--- src/rtl/seq_multiplier.sv ---
`default_nettype none
// ============================================================================
// Module   : seq_multiplier
// Purpose  : Multi-cycle shift-add signed/unsigned multiplier, STEP bits per cycle
// Revision : 1.0
// ============================================================================
module seq_multiplier #(
  parameter int WIDTH = 32,
  parameter int STEP  = 1
) (
  input  logic                 clk,
  input  logic                 rst_n,
  input  logic                 start,
  input  logic                 is_signed,
  input  logic [WIDTH-1:0]     multiplicand,
  input  logic [WIDTH-1:0]     multiplier,
  output logic                 busy,
  output logic                 done,
  output logic [2*WIDTH-1:0]   product
);

  localparam int c_iters = WIDTH / STEP;
  localparam int c_cw    = $clog2(c_iters + 1);

  typedef enum logic [1:0] {
    S_IDLE = 2'd0,
    S_RUN  = 2'd1,
    S_FIX  = 2'd2,
    S_DONE = 2'd3
  } state_t;

  state_t               r_state;
  state_t               w_next;
  logic [2*WIDTH-1:0]   r_acc;
  logic [2*WIDTH-1:0]   r_mcand;
  logic [WIDTH-1:0]     r_mplier;
  logic [c_cw-1:0]      r_cnt;
  logic                 r_neg;
  logic [2*WIDTH-1:0]   r_product;

  logic                 w_a_neg;
  logic                 w_b_neg;
  logic [WIDTH-1:0]     w_a_mag;
  logic [WIDTH-1:0]     w_b_mag;
  logic [2*WIDTH-1:0]   w_partial;

  // Magnitude of the most-negative value wraps to 2^(WIDTH-1), which is exact as unsigned.
  assign w_a_neg = is_signed & multiplicand[WIDTH-1];
  assign w_b_neg = is_signed & multiplier[WIDTH-1];
  assign w_a_mag = w_a_neg ? -multiplicand : multiplicand;
  assign w_b_mag = w_b_neg ? -multiplier   : multiplier;

  always_comb begin
    w_partial = '0;
    for (int j = 0; j < STEP; j++) begin
      if (r_mplier[j]) begin
        w_partial = w_partial + (r_mcand << j);
      end
    end
  end

  always_ff @(posedge clk or negedge rst_n) begin
    if (!rst_n) begin
      r_state <= S_IDLE;
    end else begin
      r_state <= w_next;
    end
  end

  always_comb begin
    w_next = r_state;
    case (r_state)
      S_IDLE, S_DONE: w_next = start ? S_RUN : S_IDLE;
      S_RUN:          if (r_cnt == c_cw'(1)) w_next = S_FIX;
      S_FIX:          w_next = S_DONE;
      default:        w_next = S_IDLE;
    endcase
  end

  always_ff @(posedge clk or negedge rst_n) begin
    if (!rst_n) begin
      r_acc     <= '0;
      r_mcand   <= '0;
      r_mplier  <= '0;
      r_cnt     <= '0;
      r_neg     <= 1'b0;
      r_product <= '0;
    end else begin
      case (r_state)
        S_IDLE, S_DONE: begin
          if (start) begin
            r_mcand  <= {{WIDTH{1'b0}}, w_a_mag};
            r_mplier <= w_b_mag;
            r_neg    <= w_a_neg ^ w_b_neg;
            r_acc    <= '0;
            r_cnt    <= c_cw'(c_iters);
          end
        end
        S_RUN: begin
          r_acc    <= r_acc + w_partial;
          r_mcand  <= r_mcand << STEP;
          r_mplier <= r_mplier >> STEP;
          r_cnt    <= r_cnt - c_cw'(1);
        end
        S_FIX: begin
          r_product <= r_neg ? -r_acc : r_acc;
        end
        default: begin
        end
      endcase
    end
  end

  assign busy    = (r_state == S_RUN) || (r_state == S_FIX);
  assign done    = (r_state == S_DONE);
  assign product = r_product;

endmodule
`default_nettype wire

--- config.mk ---
export PLATFORM = sky130hd
export DESIGN_NAME = seq_multiplier
export DESIGN_NICKNAME = d
export VERILOG_FILES = /design/src/rtl/seq_multiplier.sv
export SDC_FILE = /design/constraint.sdc
export NUM_CORES = 1
export LEC_CHECK = 0
export CORE_ASPECT_RATIO = 1.4
export CORE_MARGIN = 4
export CORE_UTILIZATION = 55
export CTS_BUF_LIST = sky130_fd_sc_hd__clkbuf_8 sky130_fd_sc_hd__clkbuf_16
export DETAILED_ROUTE_END_ITERATION = 10
export DONT_BUFFER_PORTS = 1
export GPL_TIMING_DRIVEN = 0
export PLACE_DENSITY_LB_ADDON = 0.3
export SYNTH_ARGS = -nofsm -noshare
export SYNTH_HDL_FRONTEND = slang
export SYNTH_SLANG_ARGS = --single-unit
--- constraint.sdc ---
create_clock -name clk -period 6.05 [get_ports clk]
set_input_delay 1.5125 -clock clk [delete_from_list [all_inputs] [get_ports clk]]
set_output_delay 1.5125 -clock clk [all_outputs]
set_load 0.01 [all_outputs]
## Yosys cells after proc, flatten, opt, wreduce, memory -nomap -nowiden

Index checks and enable logic that the tools add are counted.
W data, S select, Z words.

| storage, ports and cells | value |
|---|---|
| flip-flop bits (word level) | 233 |
| input port bits | 68 |
| output and inout bits | 66 |
| word-level logic and storage cells | 42 |

| operators by class | value |
|---|---|
| add/subtract/negate cells | 5 |
| equal/unequal tests | 6 |
| mux-type cells | 15 |
| bitwise logic cells | 3 |
| reductions and logical operators | 6 |

Operator list:

| cell | number |
|---|---|
| $mux W64 | 4 |
| $pmux W64 S2 | 2 |
| $mux W32 | 3 |
| $add A64 B64 Y64 | 1 |
| $neg A32 Y32 | 2 |
| $neg A64 Y64 | 1 |
| $pmux W32 S2 | 1 |
| $pmux W6 S2 | 1 |
| $eq A6 B1 Y1 const B | 1 |
| $mux W6 | 1 |
| $pmux W2 S3 | 1 |
| $sub A6 B1 Y6 const B | 1 |
| $eq A2 B2 Y1 const B | 2 |
| $ne A2 B2 Y1 const B | 2 |
| $reduce_and A2 Y1 | 2 |
| $and A1 B1 Y1 | 2 |
| $eq A2 B1 Y1 const B | 1 |
| $logic_not A2 Y1 | 1 |
| $mux W2 | 1 |
| $reduce_bool A2 Y1 | 1 |
| $reduce_or A2 Y1 | 1 |
| $logic_or A1 B1 Y1 | 1 |
| $mux W1 | 1 |
| $xor A1 B1 Y1 | 1 |

## Longest topological paths before layout

| logic depth | value |
|---|---|
| depth in word-level cells | 4 |
| depth in mapped cells | 14 |
| gate-level depth less buffers | 13 |

## Worst setup path before layout

Ideal clock, no wire load.

| path | value |
|---|---|
| path kind | in2reg |
| start | input port multiplier[4] |
| end | register r_mplier[30] |
| library setup time | 0.083 ns |
| arrival time | 3.630 ns |
| setup slack | 2.337 ns |
| stages | 9 |
| path through | nor4_1 and3_1 or3b_2 nor4_1 nand2_1 o21ai_0 xnor2_1 a31oi_1 o21ai_0 |

| between the ends | value |
|---|---|
| longest elaborated chain between the ends | 4 |

Ends and longest elaborated chain:

| what | RTL line | text |
|---|---|---|
| start: declaration | 16 | `input logic [WIDTH-1:0] multiplier,` |
| $neg A32 Y32 | 51 | `assign w_b_mag = w_b_neg ? -multiplier : multiplier;` |
| $mux W32 | 51 |  |
| $mux W32 | 91 | `if (start) begin` |
| $pmux W32 S2 | 89 | `case (r_state)` |
| end signal: assignment | 93 | `r_mplier <= w_b_mag;` |
| end signal: assignment | 102 | `r_mplier <= r_mplier >> STEP;` |
| end: declaration | 36 | `logic [WIDTH-1:0] r_mplier;` |

No other way between the ends. The select of a mux whose other input is x is not followed.
A chain may end at the register's enable or synchronous reset.

## Final worst setup path

| path | value |
|---|---|
| start | register r_mplier[0] |
| end | register r_acc[62] |

| between the ends | value |
|---|---|
| longest elaborated chain between the ends | 3 |

Ends and longest elaborated chain:

| what | RTL line | text |
|---|---|---|
| $mux W64 | 56 | `if (r_mplier[j]) begin` |
| $add A64 B64 Y64 | 100 | `r_acc <= r_acc + w_partial;` |
| $pmux W64 S2 | 89 |  |
| end signal: assignment | 100 |  |
| end: declaration | 34 | `logic [2*WIDTH-1:0] r_acc;` |

No other way between the ends.

==> out/summary.txt <==
Post-synth ARST share: 100%
final setup fails: 0
Avg Inst Size Synth: 8.21 um^2
clock tree buffer depth: 3
PwrDens: 268 nW/um^2
Die X: 151 um
CP required: 6.45 ns
H-tree levels: 1
layout cell share with drive strength beyond 1: 3.70%
multi-input logic area: 9470 um^2
worst setup margin: 0.791 ns
final hold vios: 0
top-level I/O count: 134
Max Clk Rate: 190 MHz
IO buf count: 0
# fillers: 2492
CTS tree: yes
commonest non-fill, non-tap cells in the layout: a21oi_1 (241), dfrtp_1 (233), nand2_1 (224)
crit path DAT: 5.66 ns
Slew @ Worst Pin: 1.05 ns
Syn Inst Count: 1930
post-cts resize count: 0
Largest delay share family, worst path: compound AO/OA/AOI/OAI gates
Via density: 6.20
CP bufs+invs: 3
Final Util: 60.5%
CP startpoint: r_mplier[0]
final clock skew: 0.0230 ns
syn nets: 2070
n_diodes: 0
FF+latch count, synth: 233
critical path's slowest cell: o41ai_1
Core Region: 28400 um^2
Hold Path Cell Cnt: 2
Root Driver: clkbuf_16
Initial DRC Count: 902
R2R cell count: 14
HP Class: register to register
Worst-path clk slew: 0.06 ns
worst hold path endpoint: r_mcand[63]
DRC errors left: 0
std cell rows: 73
Initial Utilization: 55.8%
DP HPWL: 36000 um
run status: finished clean
Max-Cap Viols: 0
most common cell after layout, fill and taps aside: a21oi_1
Yosys warnings: 0
Syn Std Cell Area: 15800 um^2
grt ovf: 0
antenna viol nets, final: 0
worst vdd ir: 0.000172 V
Setup TNS Final: 0 ns
first-pass GRT wire length: 75000 um
Nets: 2097
Final period util: 86.9%
Cell Chain, Critical Path: clkbuf_1, clkbuf_1, and2_1, ha_1, clkbuf_1, nand4_1, or3_1, a2111oi_0, o311a_1, a211oi_1, o41ai_1, a31oi_1, o2111ai_1, o211ai_1
hold_buf cts: 0
total CTS buffers: 25
drt wl/cell: 20.2 um
Place WS: 0.907 ns
fin crit period: 5.26 ns
FF-to-FF setup slack: 0.79 ns
Die Y-Extent: 209 um
routed vias: 14600
synthesis-to-layout area growth: 8.37%
post-CTS setup buffers: 0
Lkg Pwr: 7.41 nW
sequential fraction of the synthesis area: 36.8%
CP Capture Type: register
critical path fanouts, max: 10
worst r2r src: r_mplier[0]
critical path depth: 14
router iterations before antenna repair: 5
Hold Crit Start: r_mcand[63]
WS Path Type: register to register
initial antenna violation count: 0
Reg2Reg Capture Point: r_acc[62]
crit-path max cell delay: 0.85 ns
design area: 17200 um^2
dpl cell area: 16300 um^2
DIE AREA: 31600 um^2
ys flop type: dfrtp_1
most used cell, CP: clkbuf_1
largest net degree at the start of global routing: 234
RSZ-0062 raised after global routing: no
Startpoint Class: register
FF+latch area: 5830 um^2
Post-synth EDFFs: 0
CTS sink cnt: 233
routed wire length: 47500 um
slew margin rel.: 29.6%
Clk Latency, worst-skew pair: 0.55 ns
routability cong.: 0.954
Yosys cell types: 73
number of global-route vias before repair: 14200
fin. max-slew vios: 0
All-Layer GR Usage: 29.6%
worst max path at each step:
| stage | slack (ns) | to |
|---|---|---|
| after global routing | 0.32 | r_acc[62] |
| after detailed placement | 0.91 | r_acc[62] |
| after global placement | 0.90 | r_acc[62] |
| after floorplan | 2.34 | r_mplier[30] |
| final | 0.79 | r_acc[62] |
| after CTS | 0.87 | r_acc[62] |
area by class of cell:
cell class | count | area share (%)
buffer | 116 | 2.56
inverter | 30 | 0.656
tap | 375 | 2.73
clock buffer | 30 | 4.04
clock inverter | 14 | 0.947
sequential | 233 | 34.0
multi-input combinational | 1551 | 55.1
routing by layer:
| layer | share of wire [%] | routed length [um] | vias up | global-route usage (%) |
|---|---|---|---|---|
| met4 | 3.9 | 1870 | 0 | 11.4 |
| met2 | 48 | 23000 | 554 | 50.1 |
| met3 | 6.5 | 3100 | 106 | 3.82 |
| li1 | - | - | 6962 | - |
| met5 | 0 | 0 | - | 0 |
| met1 | 41 | 19500 | 6931 | 38.2 |
logic make-up (layout without fill, tap and decap cells):
group,after synthesis,in the layout,share of synthesized area (%)
flops,233,233,36.8
mux,9,9,0.600
fa+ha+maj,72,72,5.73
xor+xnor,177,177,9.78
simple gates,663,663,19.9
buf+inv,146,190,3.48
compound gates,630,630,23.7
cell usage after synthesis, types with 9 or more instances:
library cell    n  share of area [%]
nand2b_1       13               0.51
buf_1           9               0.21
o211ai_1        9               0.43
a21o_1         29                1.4
o31ai_1        34                1.6
ha_1           71                5.6
nand2_1       224                5.3
and3_1         14               0.55
o21ai_0       148                4.7
nor4_1         13               0.51
xor2_1        112                6.2
or3_1          22               0.87
or4_1          10               0.47
a31oi_1        22               0.87
nand4_1        18               0.71
xnor2_1        65                3.6
clkbuf_1      104                2.5
o41ai_1        13               0.72
dfrtp_1       233                 37
and2_1         69                2.7
nand3_1        55                1.7
a21oi_1       241                7.6
o22ai_1        56                2.2
a211oi_1       17               0.81
inv_1          29               0.69
nor2_1        166                3.9
nor3_1         23               0.73
power breakdown:
group | internal, mW | switching [mW] | leakage (nW)
Combinational | 0.389 | 0.609 | 3.94
Sequential | 1.70 | 0.278 | 3.03
Clock | 0.950 | 0.665 | 0.433
Total | 3.04 | 1.55 | 7.41
state kept, by name, summed over array words and instances (netlist names):
signal    flops
r_state       2
r_mplier     32
r_mcand      64
r_acc        64
r_neg         1
product      64
r_cnt         6
through the flow:
stage	hold slack (ns)	power [mW]	instances
2_1_floorplan	0.439	2.71	1930
3_3_place_gp	0.453	2.96	2305
3_5_place_dp	0.466	2.98	2305
4_1_cts	0.479	4.59	2349
5_1_grt	0.510	4.82	2349
6_report	0.477	4.60	2349
tightest hold or removal path: stages, from the launching register on:
cell	delay, ns
dfrtp_1	0.34
nand2_1	0.05
nand2_1	0.05
No activity file was read; power rests on OpenSTA's default activity.
